## config.mk

```make
export PLATFORM = sky130hd
export DESIGN_NAME = fifo_rd_ptr_sync
export DESIGN_NICKNAME = d
export VERILOG_FILES = /design/src/rtl/fifo_rd_ptr_sync.sv
export SDC_FILE = /design/constraint.sdc
export NUM_CORES = 1
export LEC_CHECK = 0
export CORE_ASPECT_RATIO = 0.5
export CORE_UTILIZATION = 49
export DETAILED_ROUTE_END_ITERATION = 6
export PLACE_DENSITY = 0.81
export SYNTH_ARGS = -nofsm -noshare
export SYNTH_HDL_FRONTEND = slang
export SYNTH_SLANG_ARGS = --single-unit
```

## constraint.sdc

```tcl
create_clock -name clk_i -period 2.04 [get_ports clk_i]
set_input_delay 0.306 -clock clk_i [delete_from_list [all_inputs] [get_ports clk_i]]
set_output_delay 0.306 -clock clk_i [all_outputs]
set_load 0.1 [all_outputs]
```

## src/rtl/fifo_rd_ptr_sync.sv

```systemverilog
// rtl/fifo_rd_ptr_sync.sv - single-clock valid/ready FIFO with non-power-of-two pointer wrap
module fifo_rd_ptr_sync #(
  parameter int Width = 8,
  parameter int Depth = 5,
  localparam int PtrWidth = (Depth > 1) ? $clog2(Depth) : 1,
  localparam int CntWidth = $clog2(Depth + 1)
) (
  input  logic                clk_i,
  input  logic                rst_ni,
  input  logic                clr_i,
  input  logic                wr_valid_i,
  output logic                wr_ready_o,
  input  logic [Width-1:0]    wr_data_i,
  output logic                rd_valid_o,
  input  logic                rd_ready_i,
  output logic [Width-1:0]    rd_data_o,
  output logic [CntWidth-1:0] depth_o
);

  if (Depth < 1) begin : g_depth_check
    $error("fifo_rd_ptr_sync: Depth must be at least 1");
  end

  logic [CntWidth-1:0] count_q, count_d;
  logic [PtrWidth-1:0] wr_ptr_q, wr_ptr_d;
  logic [PtrWidth-1:0] rd_ptr_q, rd_ptr_d;
  logic [Width-1:0]    mem_q [Depth];
  logic                full, empty, push, pop;

  // Status comes only from the registered count, so ready/valid never
  // depend combinationally on the opposite handshake input.
  assign full       = (count_q == CntWidth'(Depth));
  assign empty      = (count_q == '0);
  assign wr_ready_o = ~full;
  assign rd_valid_o = ~empty;
  assign push       = wr_valid_i & ~full;
  assign pop        = rd_ready_i & ~empty;
  assign depth_o    = count_q;

  // Wrap at the last legal entry rather than at the power-of-two boundary.
  function automatic logic [PtrWidth-1:0] ptr_inc(input logic [PtrWidth-1:0] ptr);
    return (ptr == PtrWidth'(Depth - 1)) ? '0 : ptr + PtrWidth'(1);
  endfunction

  // Next-state for pointers and occupancy; a flush wins over any handshake.
  always_comb begin
    wr_ptr_d = wr_ptr_q;
    rd_ptr_d = rd_ptr_q;
    count_d  = count_q;
    if (clr_i) begin
      wr_ptr_d = '0;
      rd_ptr_d = '0;
      count_d  = '0;
    end else begin
      if (push) wr_ptr_d = ptr_inc(wr_ptr_q);
      if (pop)  rd_ptr_d = ptr_inc(rd_ptr_q);
      case ({push, pop})
        2'b10:   count_d = count_q + CntWidth'(1);
        2'b01:   count_d = count_q - CntWidth'(1);
        default: count_d = count_q;
      endcase
    end
  end

  // Occupancy register.
  always_ff @(posedge clk_i or negedge rst_ni) begin
    if (!rst_ni) count_q <= '0;
    else         count_q <= count_d;
  end

  if (Depth > 1) begin : g_ptr
    // Pointer registers for multi-entry storage.
    always_ff @(posedge clk_i or negedge rst_ni) begin
      if (!rst_ni) begin
        wr_ptr_q <= '0;
        rd_ptr_q <= '0;
      end else begin
        wr_ptr_q <= wr_ptr_d;
        rd_ptr_q <= rd_ptr_d;
      end
    end
  end else begin : g_ptr_tied
    // A single entry is always slot 0; full/empty come from the count alone.
    assign wr_ptr_q = '0;
    assign rd_ptr_q = '0;
  end

  // Storage is deliberately not reset; a flushed push must not land.
  always_ff @(posedge clk_i) begin
    if (push && !clr_i) mem_q[wr_ptr_q] <= wr_data_i;
  end

  // Head of queue, forced to zero while nothing is stored.
  always_comb begin
    rd_data_o = '0;
    if (!empty) rd_data_o = mem_q[rd_ptr_q];
  end

  // Occupancy bound and handshake legality.
  a_count_bound: assert property (@(posedge clk_i) disable iff (!rst_ni)
                                  count_q <= CntWidth'(Depth));
  a_no_push_full: assert property (@(posedge clk_i) disable iff (!rst_ni)
                                   !(push && full));
  a_no_pop_empty: assert property (@(posedge clk_i) disable iff (!rst_ni)
                                   !(pop && empty));

endmodule
```

* Word-level counts from Yosys, hierarchy flattened
Memories as Yosys holds them, arrays and structs flattened.
Cells that the tools add are included.
** Cells by class
- Add/subtract/negate cells :: 4
- Muxes and demuxes :: 11
- Equality and inequality tests :: 5
- Bitwise operators :: 4
- Reduce and logical (&&, ||, !) cells :: 6
** Operator list (count)
- $mux 3 :: 7
- $add 3x1->3 const B :: 3
- $eq 3x3->1 const B :: 3
- $mux 8 :: 1
- $pmux 3 s2 :: 1
- $reduce_bool 2->1 :: 2
- $logic_not 3->1 :: 1
- $reduce_bool 3->1 :: 1
- $sub 3x1->3 const B :: 1
- $and 1x1->1 :: 2
- $eq 2x1->1 const B :: 1
- $eq 2x2->1 const B :: 1
- $mux 1 :: 2
- $not 1->1 :: 2
- $logic_and 1x1->1 :: 1
- $logic_not 1->1 :: 1
** Word-level totals
- Bits in registers :: 9
- Memories :: 1
- Logic and storage cells :: 34
- Memory bits (writable) :: 40
- Output and inout bits :: 13
- Bits of input ports :: 13
** Memory list
- mem_q :: depth 5, width 8, read ports 1, clocked after Yosys merged registers in 0, wr ports 1, line 27 : logic [Width-1:0] mem_q [Depth];

* Logic depth before layout (Yosys ltp)
- Depth after elaboration :: 6
- Gate-level depth with buffers :: 7
- Gate-level depth less buffers :: 6

* Worst setup path after synthesis
Ideal clock, no wire load.
- Kind :: register -> register
- Start :: register count_q[1], in the netlist depth_o[1]
- End :: memory mem_q[0][0] (enable)
- Required time :: 1.657 ns
- Clock period less this slack :: 3.090 ns
- Data arrival time :: 2.707 ns
- Library setup time :: 0.383 ns
- Path slack :: -1.050 ns
- Buffers on the path :: 0
- Cell stages (with the launch flop) :: 5
- Cells stage by stage :: dfrtp_1 nand3b_4 nand2_2 or3_4 nor3_1
** On the way
- Cells in the longest elaborated chain, start to end :: 6
** RTL lines
- start: declaration :: line 24 : logic [CntWidth-1:0] count_q, count_d;
- start signal: assignment :: line 68 : else count_q <= count_d;
- $eq 3x3->1 :: line 32 : assign full = (count_q == CntWidth'(Depth));
- $not 1->1
- via wr_ready_o :: line 12 : output logic wr_ready_o,
- $and 1x1->1 :: line 36 : assign push = wr_valid_i & ~full;
- $logic_and 1x1->1 :: line 90 : if (push && !clr_i) mem_q[wr_ptr_q] <= wr_data_i;
- $mux 1 :: line 90
- $mux 1 (implied by the code) :: line 90
- end: declaration :: line 27
The timed path passes the listed nets, and every way through them passes these cells.

* Worst setup path in the final report
- Start :: register rd_ptr_q[0]
- End :: output rd_data_o[4]
** On the way
- Cells in the longest elaborated chain, start to end :: 2
** RTL lines
- start: declaration :: line 26 : logic [PtrWidth-1:0] rd_ptr_q, rd_ptr_d;
- start signal: assignment :: line 79 : rd_ptr_q <= rd_ptr_d;
- $mem_v2 5x8
- $mux 8 :: line 96 : if (!empty) rd_data_o = mem_q[rd_ptr_q];
- end: declaration :: line 16 : output logic [Width-1:0] rd_data_o,
Every way passes these cells.

==> run_results.csv <==
group,metric,value,unit
layout,drive_above_1_share,40.5,%
timing,rsz0062_at_grt,"yes",
clocking,cts_max_level,2,
logic_synthesis,yosys.area.top_type_share,54.9,%
timing,setup_viol,8,
pwr,total_leakage_power,1.08,nW
logic_synthesis,synth.area.top_cells,"edfxtp_1 (55%), dfrtp_1 (10%), mux4_2 (8.2%)",
critical_path,r2r_start,"depth_o[2]",
clocking,cts_tree,"yes",
layout,area_delta_synth_final,38.0,%
timing,period_needed,2.16,ns
pwr,internal-power,0.00198,W
logic_synthesis,yosysTopAreaCell,"edfxtp_1",
pwr,netSwitchingFraction,36.7,%
grt,antenna_found_initial,0,
detailed_routing,ant_nets,0,
detailed_routing,routed_wl,4.33,mm
critical_path,startpoint_type,"register",
grt,grt_max_degree,16,
timing,fmaxAchievable,464,MHz
timing,hold_violations,0,
clocking,clock-sinks,49,
timing,layout_setup_ws,-0.116,ns
pwr,p_per_area,1030,nW/um^2
grt,overflow,0,
detailed_routing,vias,1363,
timing,fin_crit_sh,106,%
min_path,min_path_type,"in2async",
critical_path,critPathTopFamily,"multiplexers",
detailed_routing,first_pass_iters,5,
place,io_buffers,25,
critical_path,cp_slowest_cell,"mux4_2",
floorplan,die_y,49.3,um
critical_path,crit_cells,5,
critical_path,cp_slowest_stage_delay,0.52,ns
run_status,outcome,"complete, but fails checks",
detailed_routing,vias_per_cell,5.59,
floorplan,row_count,16,
timing,finalMaxSlewViolations,0,
layout,layout_common_cells,"edfxtp_1 (40), buf_4 (18), buf_12 (14), clkdlybuf4s50_1 (12), mux4_2 (8)",
detailed_routing,wl_per_cell,17.7,um
logic_synthesis,yosysWarningCount,0,
logic_synthesis,avgSynthCellArea,15.2,um^2
critical_path,crit_required,1.73,ns
floorplan,ios,26,
detailed_routing,drc,0,
clocking,cts_inserted_buffers,5,
grt,grt_pass1_wl,6.93,mm
pwr,p_sw,0.00115,W
timing,tightest_slew,0.454,ns
grt,first_global_vias,1380,
layout,n_antenna_cell,0,
pwr,p_clk_share,21.9,%
logic_synthesis,seq_area_frac_synth,65.1,%
floorplan,core-area,4080,um^2
place,gp_congestion,0.741,
floorplan,fp.dieArea,4760,um^2
pwr,p_comb_share,40.2,%
layout,nNetsFinal,207,
logic_synthesis,synth_fp_nets,162,
place,dp.cells,234,
critical_path,critPathBufInv,2,
logic_synthesis,ys_seq_elements,49,
critical_path,endpoint_kind,"output port",
clocking,insertion_delay,0.30,ns
critical_path,rr_endpoint,"depth_o[2]",
critical_path,cp.arrival,1.85,ns
layout,final_common_cell,"edfxtp_1",
timing,skew,0.00368,ns
layout,final_cells,244,
logic_synthesis,syn-cell-area,2190,um^2
clocking,cts-root-buf,"clkbuf_8",
run_status,failed_checks,"setup timing",
logic_synthesis,synth_cells,144,
pwr,power,0.00312,W
place,dp_slack,0.0184,ns
job,maxCapViolations,0,
place,dp_hpwl,2.96,mm
clocking,cts.path.max_buffers,2,
grt,grt_use_total,20.8,%
timing,maxSlewHeadroom,69.6,%
floorplan,fp.dieW,96.5,um
floorplan,start_util,53.6,%
critical_path,crit_path_max_fanout,6,
critical_path,rr_worst_depth,5,
logic_synthesis,synth_cell_type_count,34,
critical_path,path_class,"reg2out",
clocking,clk_pin_slew_worst_paths,0.08,ns
pwr,ir_drop,620,uV
pwr,seqPwrFrac,38.0,%
critical_path,r2r_slack,0.12,ns
critical_path,crit_chain,"buf_8 -> mux4_2 -> mux2i_2 -> nor2_2 -> buf_12",
detailed_routing,first_iter_violations,61,
-- final cells by class --
type                       count  area (um^2)
fill                         261         1060
clock buffer                   6         72.6
multi-input combinational     83          831
inverter                       5         22.5
clock inverter                 2         38.8
sequential                    49         1440
timing repair buffer          45          551
tap                           54         67.6
-- metal layers --
layer	share of wire [%]	up-vias	GRT usage (%)	wire length, um
met2	49	46	34.5	2130
met4	1.4	0	8.09	61
li1	-	628	-	-
met3	5.9	6	5.45	255
met5	0	-	0	0
met1	44	683	26.3	1890
-- cell usage after synthesis (all sizes together) --
cell and instances:
edfxtp 40, nor2 15, mux2i 10, dfrtp 9, a21oi 8, mux4 8, nand2 8, nor3 6
inv 5, buf 4, ha 4, clkbuf 3, nand3 3, nand2b 2, nand3b 2, nor2b 2
nor3b 2, o21ai 2, a211o 1, a211oi 1, a221oi 1, and3 1, fa 1, mux2 1
nand4b 1, o31ai 1, or2 1, or2b 1, or3 1
-- sequential cells by signal, summed over array words and instances (netlist names) --
| register | cells |
|---|---|
| wr_ptr_q | 3 |
| mem_q | 40 |
| depth_o | 3 |
| rd_ptr_q | 3 |
-- power by group through the flow --
stage,combinational [W],sequential (W),clock (W)
final,0.00125,0.00119,0.000684
after global routing,0.00131,0.00119,0.000728
after CTS,0.00124,0.00118,0.000689
after detailed placement,0.00122,0.00121,0
after global placement,0.00120,0.00120,0
after floorplan,0.000736,0.00127,0
-- cells by family (layout without fill, tap and decap cells) --
logic type / count (synthesis) / after routing / share of synthesized area [%]
AO/OA/AOI/OAI: 14 / 14 / 4.40
adder cells (fa/ha/maj): 5 / 5 / 3.20
buffers and inverters: 12 / 58 / 2.69
flip-flops: 49 / 49 / 65.1
multiplexers: 19 / 19 / 13.3
AND/OR/NAND/NOR: 45 / 45 / 11.3
-- worst register-to-register path: stages, from the launching register on --
cell	delay, ns
dfrtp_4	0.56
o31ai_4	0.29
a21oi_2	0.07
fa_1	0.39
mux2i_1	0.17
mux2_1	0.33
-- through the flow --
step	setup TNS (ns)	util [%]	instance area, um^2	hold WS [ns]
5_1_grt	-0.949	74.0	3020	0.338
3_3_place_gp	0	69.8	2850	0.595
2_1_floorplan	-7.23	-	2300	0.0104
4_1_cts	-0.549	73.0	2980	0.317
6_report	-0.555	74.0	3020	0.312
3_5_place_dp	0	69.8	2850	0.605
-- worst max path at each step --
stage	slack [ns]	from	endpoint
2_1_floorplan	-0.23	depth_o[2]	mem_q[0][0]
3_3_place_gp	0.05	wr_valid_i	mem_q[0][5]
3_5_place_dp	0.02	wr_valid_i	depth_o[2]
4_1_cts	-0.09	rd_ptr_q[0]	rd_data_o[4]
5_1_grt	-0.14	rd_ptr_q[0]	rd_data_o[4]
6_report	-0.12	rd_ptr_q[0]	rd_data_o[4]
-- what timing repair did --
action,in CTS,in global routing
hold buffers,0,0
gates resized for setup,4,6
pin swaps,0,1
setup endpoints to repair,8,9
setup buffers,1,1
(Power assumes the default switching activity.)
